`config.mk`:
```
export PLATFORM = sky130hd
export DESIGN_NAME = soc_console_ctrl
export DESIGN_NICKNAME = d
export VERILOG_FILES = /design/src/rtl/soc_console_ctrl.sv
export SDC_FILE = /design/constraint.sdc
export NUM_CORES = 1
export LEC_CHECK = 0
export ABC_CLOCK_PERIOD_IN_PS = 3500
export BUFFER_PORTS_ARGS = -buffer_cell sky130_fd_sc_hd__buf_2
export CORE_MARGIN = 8
export CORE_UTILIZATION = 45
export CTS_BUF_LIST = sky130_fd_sc_hd__clkbuf_8
export DETAILED_ROUTE_END_ITERATION = 8
export SLEW_MARGIN = 20
export SYNTH_ARGS = -nofsm -noshare
export SYNTH_HDL_FRONTEND = slang
export SYNTH_SLANG_ARGS = --single-unit
```
`constraint.sdc`:
```
create_clock -name clk_cpu -period 3.5 [get_ports clk_cpu]
set_input_delay 0 -clock clk_cpu [delete_from_list [all_inputs] [get_ports clk_cpu]]
set_output_delay 0 -clock clk_cpu [all_outputs]
set_load 0.05 [all_outputs]
```
`src/rtl/soc_console_ctrl.sv`:
```
// Text console engine: buffers CPU character codes in a FIFO and turns them into
// single-byte writes to the video character RAM, with cursor, scrolling and clears.
module soc_console_ctrl #(
  parameter int unsigned COLS       = 40,
  parameter int unsigned ROWS       = 30,
  parameter int unsigned FIFO_DEPTH = 8,
  parameter logic [7:0]  BLANK      = 8'h20
) (
  input  logic        clk_cpu,
  input  logic        n_reset,
  input  logic        sel,
  input  logic [3:0]  wren,
  input  logic [1:0]  reg_addr,
  input  logic [31:0] data_in,
  output logic [31:0] data_out,
  output logic        ram_we,
  output logic [10:0] ram_addr,
  output logic [7:0]  ram_wdata,
  output logic [4:0]  scroll_row
);

  localparam int unsigned PTR_W    = $clog2(FIFO_DEPTH);
  localparam int unsigned CNT_W    = PTR_W + 1;
  localparam logic [5:0]  COLS_W   = 6'(COLS);
  localparam logic [5:0]  LAST_COL = 6'(COLS - 1);
  localparam logic [4:0]  LAST_ROW = 5'(ROWS - 1);
  localparam logic [4:0]  ROWS_W   = 5'(ROWS);

  typedef enum logic [2:0] {
    StIdle,
    StExec,
    StAdvance,
    StClearLine,
    StClearAll
  } state_e;

  state_e             r_state;
  logic [7:0]         r_cur;
  logic [5:0]         r_x;
  logic [4:0]         r_y;
  logic [4:0]         r_scroll;
  logic [4:0]         r_clr_row;
  logic [5:0]         r_clr_col;
  logic [10:0]        r_clr_addr;
  logic               r_ram_we;
  logic [10:0]        r_ram_addr;
  logic [7:0]         r_ram_wdata;

  logic [7:0]         r_fifo [FIFO_DEPTH];
  logic [PTR_W-1:0]   r_wr_ptr;
  logic [PTR_W-1:0]   r_rd_ptr;
  logic [CNT_W-1:0]   r_count;
  logic               r_ovf;

  logic               w_wr;
  logic               w_data_wr;
  logic               w_ctrl_wr;
  logic               w_flush;
  logic               w_full;
  logic               w_push;
  logic               w_pop;
  logic               w_busy;
  logic [4:0]         w_phys_row;
  logic [5:0]         w_x_inc;
  logic               w_unused_data;

  assign w_wr          = sel & (|wren);
  assign w_data_wr     = w_wr && (reg_addr == 2'd0);
  assign w_ctrl_wr     = w_wr && (reg_addr == 2'd1);
  assign w_flush       = w_ctrl_wr && data_in[0];
  assign w_full        = (r_count == CNT_W'(FIFO_DEPTH));
  assign w_push        = w_data_wr && !w_full;
  assign w_pop         = (r_state == StIdle) && (r_count != '0) && !w_flush;
  assign w_busy        = (r_state != StIdle) || (r_count != '0);
  assign w_phys_row    = r_scroll + r_y;
  assign w_x_inc       = r_x + 6'd1;
  assign w_unused_data = ^data_in[31:8];

  assign ram_we     = r_ram_we;
  assign ram_addr   = r_ram_addr;
  assign ram_wdata  = r_ram_wdata;
  assign scroll_row = r_scroll;

  always_ff @(posedge clk_cpu) begin
    if (w_push && !w_flush) r_fifo[r_wr_ptr] <= data_in[7:0];
  end

  always_ff @(posedge clk_cpu or negedge n_reset) begin
    if (!n_reset) begin
      r_wr_ptr <= '0;
      r_rd_ptr <= '0;
      r_count  <= '0;
      r_ovf    <= 1'b0;
    end else begin
      if (w_flush) begin
        r_wr_ptr <= '0;
        r_rd_ptr <= '0;
        r_count  <= '0;
      end else begin
        if (w_push) r_wr_ptr <= r_wr_ptr + PTR_W'(1);
        if (w_pop)  r_rd_ptr <= r_rd_ptr + PTR_W'(1);
        if (w_push && !w_pop)      r_count <= r_count + CNT_W'(1);
        else if (!w_push && w_pop) r_count <= r_count - CNT_W'(1);
      end
      if (w_data_wr && w_full)             r_ovf <= 1'b1;
      else if (w_ctrl_wr && data_in[1])    r_ovf <= 1'b0;
    end
  end

  always_ff @(posedge clk_cpu or negedge n_reset) begin
    if (!n_reset) begin
      r_state     <= StClearAll;
      r_cur       <= 8'h00;
      r_x         <= '0;
      r_y         <= '0;
      r_scroll    <= '0;
      r_clr_row   <= '0;
      r_clr_col   <= '0;
      r_clr_addr  <= '0;
      r_ram_we    <= 1'b0;
      r_ram_addr  <= '0;
      r_ram_wdata <= BLANK;
    end else begin
      r_ram_we <= 1'b0;
      if (w_flush) begin
        // A console reset beats whatever fill or character is in flight.
        r_state    <= StClearAll;
        r_clr_addr <= '0;
      end else begin
        unique case (r_state)
          StIdle: begin
            if (w_pop) begin
              r_cur   <= r_fifo[r_rd_ptr];
              r_state <= StExec;
            end
          end
          StExec: begin
            case (r_cur)
              8'h0D: begin
                r_x     <= '0;
                r_state <= StIdle;
              end
              8'h0A: begin
                r_x     <= '0;
                r_state <= StAdvance;
              end
              8'h08: begin
                if (r_x != '0) begin
                  r_x         <= r_x - 6'd1;
                  r_ram_we    <= 1'b1;
                  r_ram_addr  <= {w_phys_row, r_x - 6'd1};
                  r_ram_wdata <= BLANK;
                end
                r_state <= StIdle;
              end
              default: begin
                r_ram_we    <= 1'b1;
                r_ram_addr  <= {w_phys_row, r_x};
                r_ram_wdata <= r_cur;
                if (w_x_inc == COLS_W) begin
                  r_x     <= '0;
                  r_state <= StAdvance;
                end else begin
                  r_x     <= w_x_inc;
                  r_state <= StIdle;
                end
              end
            endcase
          end
          StAdvance: begin
            if (r_y < LAST_ROW) begin
              r_y     <= r_y + 5'd1;
              r_state <= StIdle;
            end else begin
              // New bottom row is (scroll + 1) + (ROWS - 1).
              r_scroll  <= r_scroll + 5'd1;
              r_clr_row <= r_scroll + ROWS_W;
              r_clr_col <= '0;
              r_state   <= StClearLine;
            end
          end
          StClearLine: begin
            r_ram_we    <= 1'b1;
            r_ram_addr  <= {r_clr_row, r_clr_col};
            r_ram_wdata <= BLANK;
            if (r_clr_col == LAST_COL) r_state <= StIdle;
            else                       r_clr_col <= r_clr_col + 6'd1;
          end
          StClearAll: begin
            r_ram_we    <= 1'b1;
            r_ram_addr  <= r_clr_addr;
            r_ram_wdata <= BLANK;
            if (r_clr_addr == 11'h7FF) begin
              r_x      <= '0;
              r_y      <= '0;
              r_scroll <= '0;
              r_state  <= StIdle;
            end else begin
              r_clr_addr <= r_clr_addr + 11'd1;
            end
          end
          default: r_state <= StIdle;
        endcase
      end
    end
  end

  always_comb begin
    data_out = '0;
    if (reg_addr == 2'd2) begin
      data_out[0]     = w_busy;
      data_out[1]     = r_ovf;
      data_out[5:2]   = 4'(r_count);
      data_out[13:8]  = r_x;
      data_out[20:16] = r_y;
      data_out[28:24] = r_scroll;
    end
  end

endmodule

```
Yosys cells after proc, flatten, opt, wreduce, memory -nomap -nowiden:

Memories as Yosys holds them, arrays and structs flattened. A register that Yosys moved wholly into a read port is not among the register bits.
Cells that the tools add are included.

* bits in read-only memories: 0
* memories: 1
* bits in latches: 0
* flip-flop bits (word level): 72
* bits of input ports: 41
* output and inout bits: 57
* memory bits (writable): 64

* div/mod/pow operators: 0
* add/sub/neg operators: 12
* $mul: 0
* muxes and demuxes: 49
* reductions and logical operators: 46
* eq/ne operators: 23
* shift-type cells: 0
* $lt $le $gt $ge: 1
* bitwise gates (word level): 3

Memories
* r_fifo: depth 8, bits a word 8, rd ports 1, clocked after Yosys merged registers in 1, write ports 1, RTL line 49 `logic [7:0] r_fifo [FIFO_DEPTH];`

Operators with widths (number)
* $mux 11: 4
* $mux 6: 7
* $pmux 6 s2: 3
* $pmux 11 s3: 1
* $pmux 8 s2: 2
* $mux 5: 5
* $eq 8x4->1 const B: 3
* $mux 3: 8
* $reduce_and 4->1: 6
* $pmux 11 s2: 1
* $pmux 5 s2: 2
* $reduce_bool 2->1: 8
* $pmux 3 s5: 1
* $add 6x1->6 const B: 2
* $eq 6x6->1 const B: 2
* $mux 4: 3
* $ne 2x2->1 const B: 6
* $ne 3x3->1 const B: 4
* $add 11x1->11 const B: 1
* $eq 11x11->1 const B: 1
* $logic_and 1x1->1: 11
* $add 5x1->5 const B: 2
* $reduce_and 3->1: 3
* $reduce_bool 3->1: 3
* 29 further kinds: 45

Logic depth before layout (Yosys ltp):

Gate-level depths: netlist of the first run.

* depth in word-level cells: 10
* depth in mapped cells: 10
* mapped depth without buffers: 9

Worst setup path after synthesis of the first run:

No wires, ideal clock.

* path kind: reg2reg
* start point: register r_count[1]
* end point: register r_count[3]
* clock period less this slack: 2.354 ns
* data required time: 3.412 ns
* cell stages (with the launch flop): 10
* slack: 1.146 ns
* library setup time: 0.088 ns
* data arrival time: 2.266 ns
* cells stage by stage: dfrtp_1 > nor4_1 > nand2b_1 > nand2_1 > ha_1 > a21o_1 > a21o_1 > and3_1 > o21ai_0 > nor3b_1

* cells in the longest elaborated chain, start to end: 7
* elaborated cells between the ends (all ways): 16

Ends and longest elaborated chain
* from (decl): RTL line 52 `logic [CNT_W-1:0] r_count;`
* from (signal assigned): RTL line 102 `if (w_push && !w_pop) r_count <= r_count + CNT_W'(1);`
* from (signal assigned): RTL line 103 `else if (!w_push && w_pop) r_count <= r_count - CNT_W'(1);`
* branches (longest 7 deep; another with $sub 4x1->4)

Several ways; the timed one is not identified. The select of a mux whose other input is x is not followed.
A chain may end at the register's enable or synchronous reset.

Final worst setup path of the first run:

Ends and elaborated chain as after synthesis.

==> metrics.cfg, run 1 <==
[run_status]
status=finished, final reports clean

[synth]
synth_edf_count=64
async_flop_share=0.556
netlist.area_leader.share=0.263
yosysTopAreaCell=dfrtp_1
synthTopCellsByArea=dfrtp_1 (26%), edfxtp_1 (26%), mux4_2 (4.9%), ha_1 (3.0%), nand2_1 (3.0%)
synth-seq-cells=144
yosys_most_used_dff=dfrtp_1
syn_area_per_cell_um2=11.6
synth_area_um2=7420
ys_types=78
syn_inst=638
yosysWarnings=0
yosysSeqAreaShare=0.529

[critical_path]
crit_path_start_kind=flop
crit_top_cell=a21o_1
crit_family=simple AND/OR/NAND/NOR gates
critPathBufInv=0
setup.worst_path.start=r_count[1]
cp.required_ns=3.88
arrival_ns=3.10
critPathMaxStageDelay_ns=0.57
critPathSlowestCell=nor4_1
cp_max_fo=6
worstPathCellList=nor4_1 -> nand2b_1 -> nand2_1 -> ha_1 -> a21o_1 -> a21o_1 -> and3_1 -> o21ai_0 -> nor3b_1
path_class=flop to flop
r2r_start=r_count[1]
crit_path_end_kind=flop
ff2ff_setup_slack_ns=0.78

[floorplan]
die_h_um=144
start_util=0.454
coreArea_um2=16300
die_x_um=144
die_area_um2=20900
row_count=47
ios=98

[pwr]
power.leakage_uw=0.00340
power_density_nw_per_um2=756
peakVddDrop_mv=0.379

[global_route]
grt_start_max_net_pins=81
track_usage=0.172
grt_pass1_wl_um=27600
antenna_found_initial=0
grt.overflow.total=0
grt_pass1_vias=5253

[sta]
clock.fmax_ghz=0.368
hold_viol=0
max_slew_margin=0.393
fin_crit_ns=2.72
clock_skew_ns=0.0185
min_period_over_period=0.777
setup_viol=0
tightest_slew_ns=0.907
slew_viol_final=0
setup_tns_ns=0
rsz0062_at_grt=false

[placement]
gp_congestion=0.846
post_dp_cell_area_um2=7900
hpwlAfterDp_um=11800
port_buffers=63

[cells_and_area]
multi_input_area_um2=3260
ff_latch_area_um2=3930
final_area_um2=8430
layout-drive-gt1-share=0.224
antenna_cells=0
final_common_cell=dfrtp_1
fin_util=0.516
fillers=1483
final_cell_mix=dfrtp_1 (78), edfxtp_1 (64), buf_2 (62)
nNetsFinal=770
area_growth_pct=13.6

[clock_network]
root_buffer=clkbuf_8
post_cts_buffers=0
clock-sinks=144
path_clk_slew_ns=0.10
cts.path.max_buffers=2
clock_latency_ns=0.47
cts_max_level=4
cts_tree=yes
numCtsBuffers=17

[min_path]
hp-start=sel
hold_class=input pin to flop

[job]
cap_violations=0

[route]
post_drt_wl_per_cell_um=17.9
num_vias=5158
first_pass_iters=4
drt_iter0_markers=300
vias_per_cell=5.48
drc=0
routed_wl_um=16800
antenna_left=0

==> kinds of logic after synthesis <==
family / after synthesis / synth area share
xor+xnor: 24 / 0.0293
buf+inv: 57 / 0.0379
fa+ha+maj: 20 / 0.0357
mux: 41 / 0.0846
flops: 144 / 0.529
other cells: 1 / 0.000505
compound gates: 121 / 0.112
simple gates: 230 / 0.171
==> Yosys cell counts (all sizes together) (10+ instances only) <==
library cell,instances
xor2,11
nand2,62
clkbuf,15
edfxtp,64
xnor2,13
nand3,17
buf,24
ha,18
and2,28
nor2,38
mux2i,11
o21ai,45
a22oi,11
inv,18
nor3,19
mux4,16
dfrtp,78
mux2,14
nand2b,10
a21oi,21
nand4,17
==> repair_timing <==
item                      CTS  global route
hold buffers               11             0
gates resized for setup     0             0
hold endpoints to repair  146             0
==> worst reg2reg max path: stages (launching register included) <==
cell and delay, ns:
dfrtp_1 0.45, nor4_1 0.57, nand2b_1 0.32, nand2_1 0.14, ha_1 0.32, a21o_1 0.15
a21o_1 0.18, and3_1 0.18, o21ai_0 0.13, nor3b_1 0.20
==> sequential cells by signal (all words and copies together), names as in the netlist <==
register,cells
r_x,6
ram_wdata,8
ram_we,1
scroll_row,5
r_rd_ptr,3
r_wr_ptr,3
r_fifo,64
r_y,5
r_cur,8
r_clr_row,5
r_state,3
ram_addr,11
r_count,4
r_clr_addr,11
r_clr_col,6
r_ovf,1
==> metal layers <==
| layer | wire length, um | up-vias | track usage | part of all wire |
|---|---|---|---|---|
| met3 | 749 | 11 | 0.0353 | 0.045 |
| met2 | 8480 | 98 | 0.295 | 0.50 |
| met5 | 0 | - | 0 | 0 |
| met4 | 178 | 0 | 0.0531 | 0.011 |
| li1 | - | 2478 | - | - |
| met1 | 7420 | 2571 | 0.213 | 0.44 |
==> cell type report <==
cell class,instances,share of cell area
Multi-Input combinational cell,446,0.386
Clock buffer,17,0.0278
Tap cell,220,0.0327
Sequential cell,144,0.466
Timing Repair Buffer,82,0.0583
Inverter,18,0.00801
Clock inverter,15,0.0214
==> through the flow <==
step / worst slack, ns / power, uW / cells / hold WS, ns
global route: 0.531 / 6770 / 942 / 0.0693
finish: 0.779 / 6370 / 942 / 0.0482
CTS: 0.771 / 6440 / 942 / 0.0235
floorplan: 1.15 / 4460 / 647 / -0.296
detailed placement: 0.804 / 5080 / 899 / 0.251
global placement: 0.903 / 5010 / 899 / 0.243
==> path summary, 6_finish.rpt <==
path,depth (start not counted),to
min in group asynchronous,2,r_clr_row[2]
max in group asynchronous,2,ram_wdata[4]
worst min-delay path,5,r_wr_ptr[1]
worst max-delay path,9,r_count[3]
worst min register to register,2,r_clr_row[0]
worst max register to register,9,r_count[3]
==> report_power, final <==
part | switching (uW) | total [uW] | internal, uW
clock network | 790 | 1340 | 553
registers | 512 | 2630 | 2110
logic | 1430 | 2400 | 969
total | 2730 | 6370 | 3640
(Power assumes the default switching activity.)
==> run 2, diff against run 1 <==
ABC_AREA = 1   (was not set)
ABC_CLOCK_PERIOD_IN_PS = 2250   (was 3500)
PLACE_DENSITY = 0.67   (was not set)
clock period = 2.25 ns   (was 3.5 ns; I/O delays follow)
==> run 2 against run 1 <==
Compared with the run above: die area is 0.46% lower; critical path type is now input pin to flop; first-iteration DRC count is 70% higher; non-clock buffer count is 23 higher; critical endpoint is now r_ovf; clock skew is 0.0039 ns lower.
==> metrics.cfg, run 2 <==
[run_status]
status=finished, final reports clean

[job]
cap_violations=0

[global_route]
grt_pass1_wl_um=28200
track_usage=0.176
use_met2=0.280
grt.overflow.total=0
grt_start_max_net_pins=43
antenna_found_initial=0
grt_pass1_vias=5607
busiest_layer=met2
met3_usage=0.0406
met1_usage=0.231

[pwr]
power_density_nw_per_um2=753
peakVddDrop_mv=0.530
power.leakage_uw=0.00388
total_power_uw=6480

[floorplan]
die_x_um=144
row_count=47
die_area_um2=20800
ios=98
die_h_um=144
start_util=0.453
coreArea_um2=16300

[sta]
max_slew_margin=0.418
clock.fmax_ghz=0.457
rsz0062_at_grt=true
min_period_over_period=0.972
fin_crit_ns=2.19
tightest_slew_ns=0.871
hold_viol=0
slew_viol_final=0
setup_tns_ns=0
setup_viol=0
clock_skew_ns=0.0146

[clock_network]
root_buffer=clkbuf_8
cts.path.max_buffers=2
cts_tree=yes
clock-sinks=144
cts_max_level=4
path_clk_slew_ns=0.09
post_cts_buffers=0
numCtsBuffers=17
clock_latency_ns=0.46

[synth]
syn_inst=820
yosysMostFrequentCell=nand2_1
netlist.area_leader.share=0.264
yosys_most_used_dff=dfrtp_1
synth_common_cells=nand2_1 (166), nor2_1 (107), dfrtp_1 (78)
yosysWarnings=0
synthTopCellsByArea=dfrtp_1 (26%), edfxtp_1 (26%), nand2_1 (8.4%), nor2_1 (5.4%), o21ai_0 (5.2%)
synth-seq-cells=144
yosysSeqAreaShare=0.532
async_flop_share=0.556
synth_edf_count=64
yosysTopAreaCell=dfrtp_1
ys_types=50
synth_area_um2=7380
syn_area_per_cell_um2=9.00

[cells_and_area]
final_cell_mix=nand2_1 (165), nor2_1 (105), dfrtp_1 (78)
antenna_cells=0
nNetsFinal=978
layout-drive-gt1-share=0.187
largest_register=r_fifo
area_growth_pct=16.5
final_common_cell=nand2_1
ff_latch_area_um2=3930
multi_input_area_um2=3000
fillers=1530
finalNonFillerCells=1150
largest_reg_flops=64

[route]
routed_wl_um=17400
drc=0
num_vias=5924
post_drt_wl_per_cell_um=15.1
vias_per_cell=5.15
first_pass_iters=5
antenna_left=0
drt_iter0_markers=511

[critical_path]
cp_max_fo=2
r2r_start=r_state[2]
crit_path_end_kind=flop
arrival_ns=2.58
crit_path_start_kind=input pin
cp.required_ns=2.64
path_class=input pin to flop
setup.worst_path.start=reg_addr[0]

[placement]
hpwlAfterDp_um=12300
placed_cells=1103
port_buffers=63
gp_congestion=0.901

[min_path]
hp-start=reg_addr[1]
hold_class=input pin to flop

[run 2: cell types whose count changed in the layout (fill, tap and decap cells not counted), sizes merged, moves of 13 or more]
cell   delta
inv      +59
nand2   +113
mux4     -16
o22ai    +22
buf      +20
nor3     -13
nor2     +78
nand3    +30
o21ai    +52
and2     -28
mux2     -14
[run 2: kinds of logic (layout without fill, tap and decap cells)]
kind of cell | count (synthesis) | count (layout) | share of synthesized area
adders and majority gates | 20 | 20 | 0.0359
DFF | 144 | 144 | 0.532
buffers and inverters | 115 | 215 | 0.0703
other | 1 | 10 | 0.000508
and+or+nand+nor | 365 | 366 | 0.220
AOI/OAI and AO/OA | 157 | 157 | 0.120
xor gates and xnor gates | 18 | 18 | 0.0214
[run 2: what timing repair did]
item	in CTS	in global routing
gates resized for setup	0	6
hold endpoints to repair	107	0
endpoints found under the setup margin	0	6
hold buffers	14	0
[run 2: critical path, stage by stage]
cell and delay [ns]:
dlygate4sd3_1 0.53, buf_2 0.13, nor2_2 0.08, dlygate4sd3_1 0.55
nand3_1 0.07, dlygate4sd3_1 0.56, o21ai_1 0.11, dlygate4sd3_1 0.55
[run 2: final timing paths]
kind	depth (start not counted)	slack (ns)	endpoint
min in group asynchronous	2	0.08	ram_addr[8]
setup / recovery	8	0.06	r_ovf
hold reg to reg	2	0.47	ram_addr[7]
max in group asynchronous	3	1.45	ram_wdata[5]
hold / removal	5	0.05	r_wr_ptr[1]
setup reg to reg	14	0.26	r_count[3]
[run 2: area by class of cell]
type,instances,share of cell area
flip-flops and latches,144,0.457
multi-input cells,571,0.349
repair buffers,105,0.0777
inverters,78,0.0349
well taps,220,0.0320
clock buffers,17,0.0272
clock inverters,15,0.0224
[run 2: routing by layer]
| metal | vias to the layer above | share of wire |
|---|---|---|
| met5 | - | 0 |
| met4 | 0 | 0.012 |
| met3 | 18 | 0.058 |
| met2 | 164 | 0.46 |
| met1 | 2806 | 0.47 |
| li1 | 2936 | - |
[run 2: report_power, final]
group          switching, uW  internal, uW  leakage (uW)
clock network           1140          1050      0.000214
logic                    822           364       0.00205
registers                146          2960       0.00161
total                   2110          4370       0.00388
[run 2: stage by stage]
step	setup slack, ns	area, um^2	util	hold WS, ns
6_report	0.0640	8600	0.528	0.0528
2_1_floorplan	0.166	7420	-	-0.296
5_1_grt	-0.0380	8600	0.528	0.0997
3_5_place_dp	0.146	8000	0.491	0.0357
3_3_place_gp	0.156	8000	0.491	0.0248
4_1_cts	0.0467	8570	0.526	0.0234
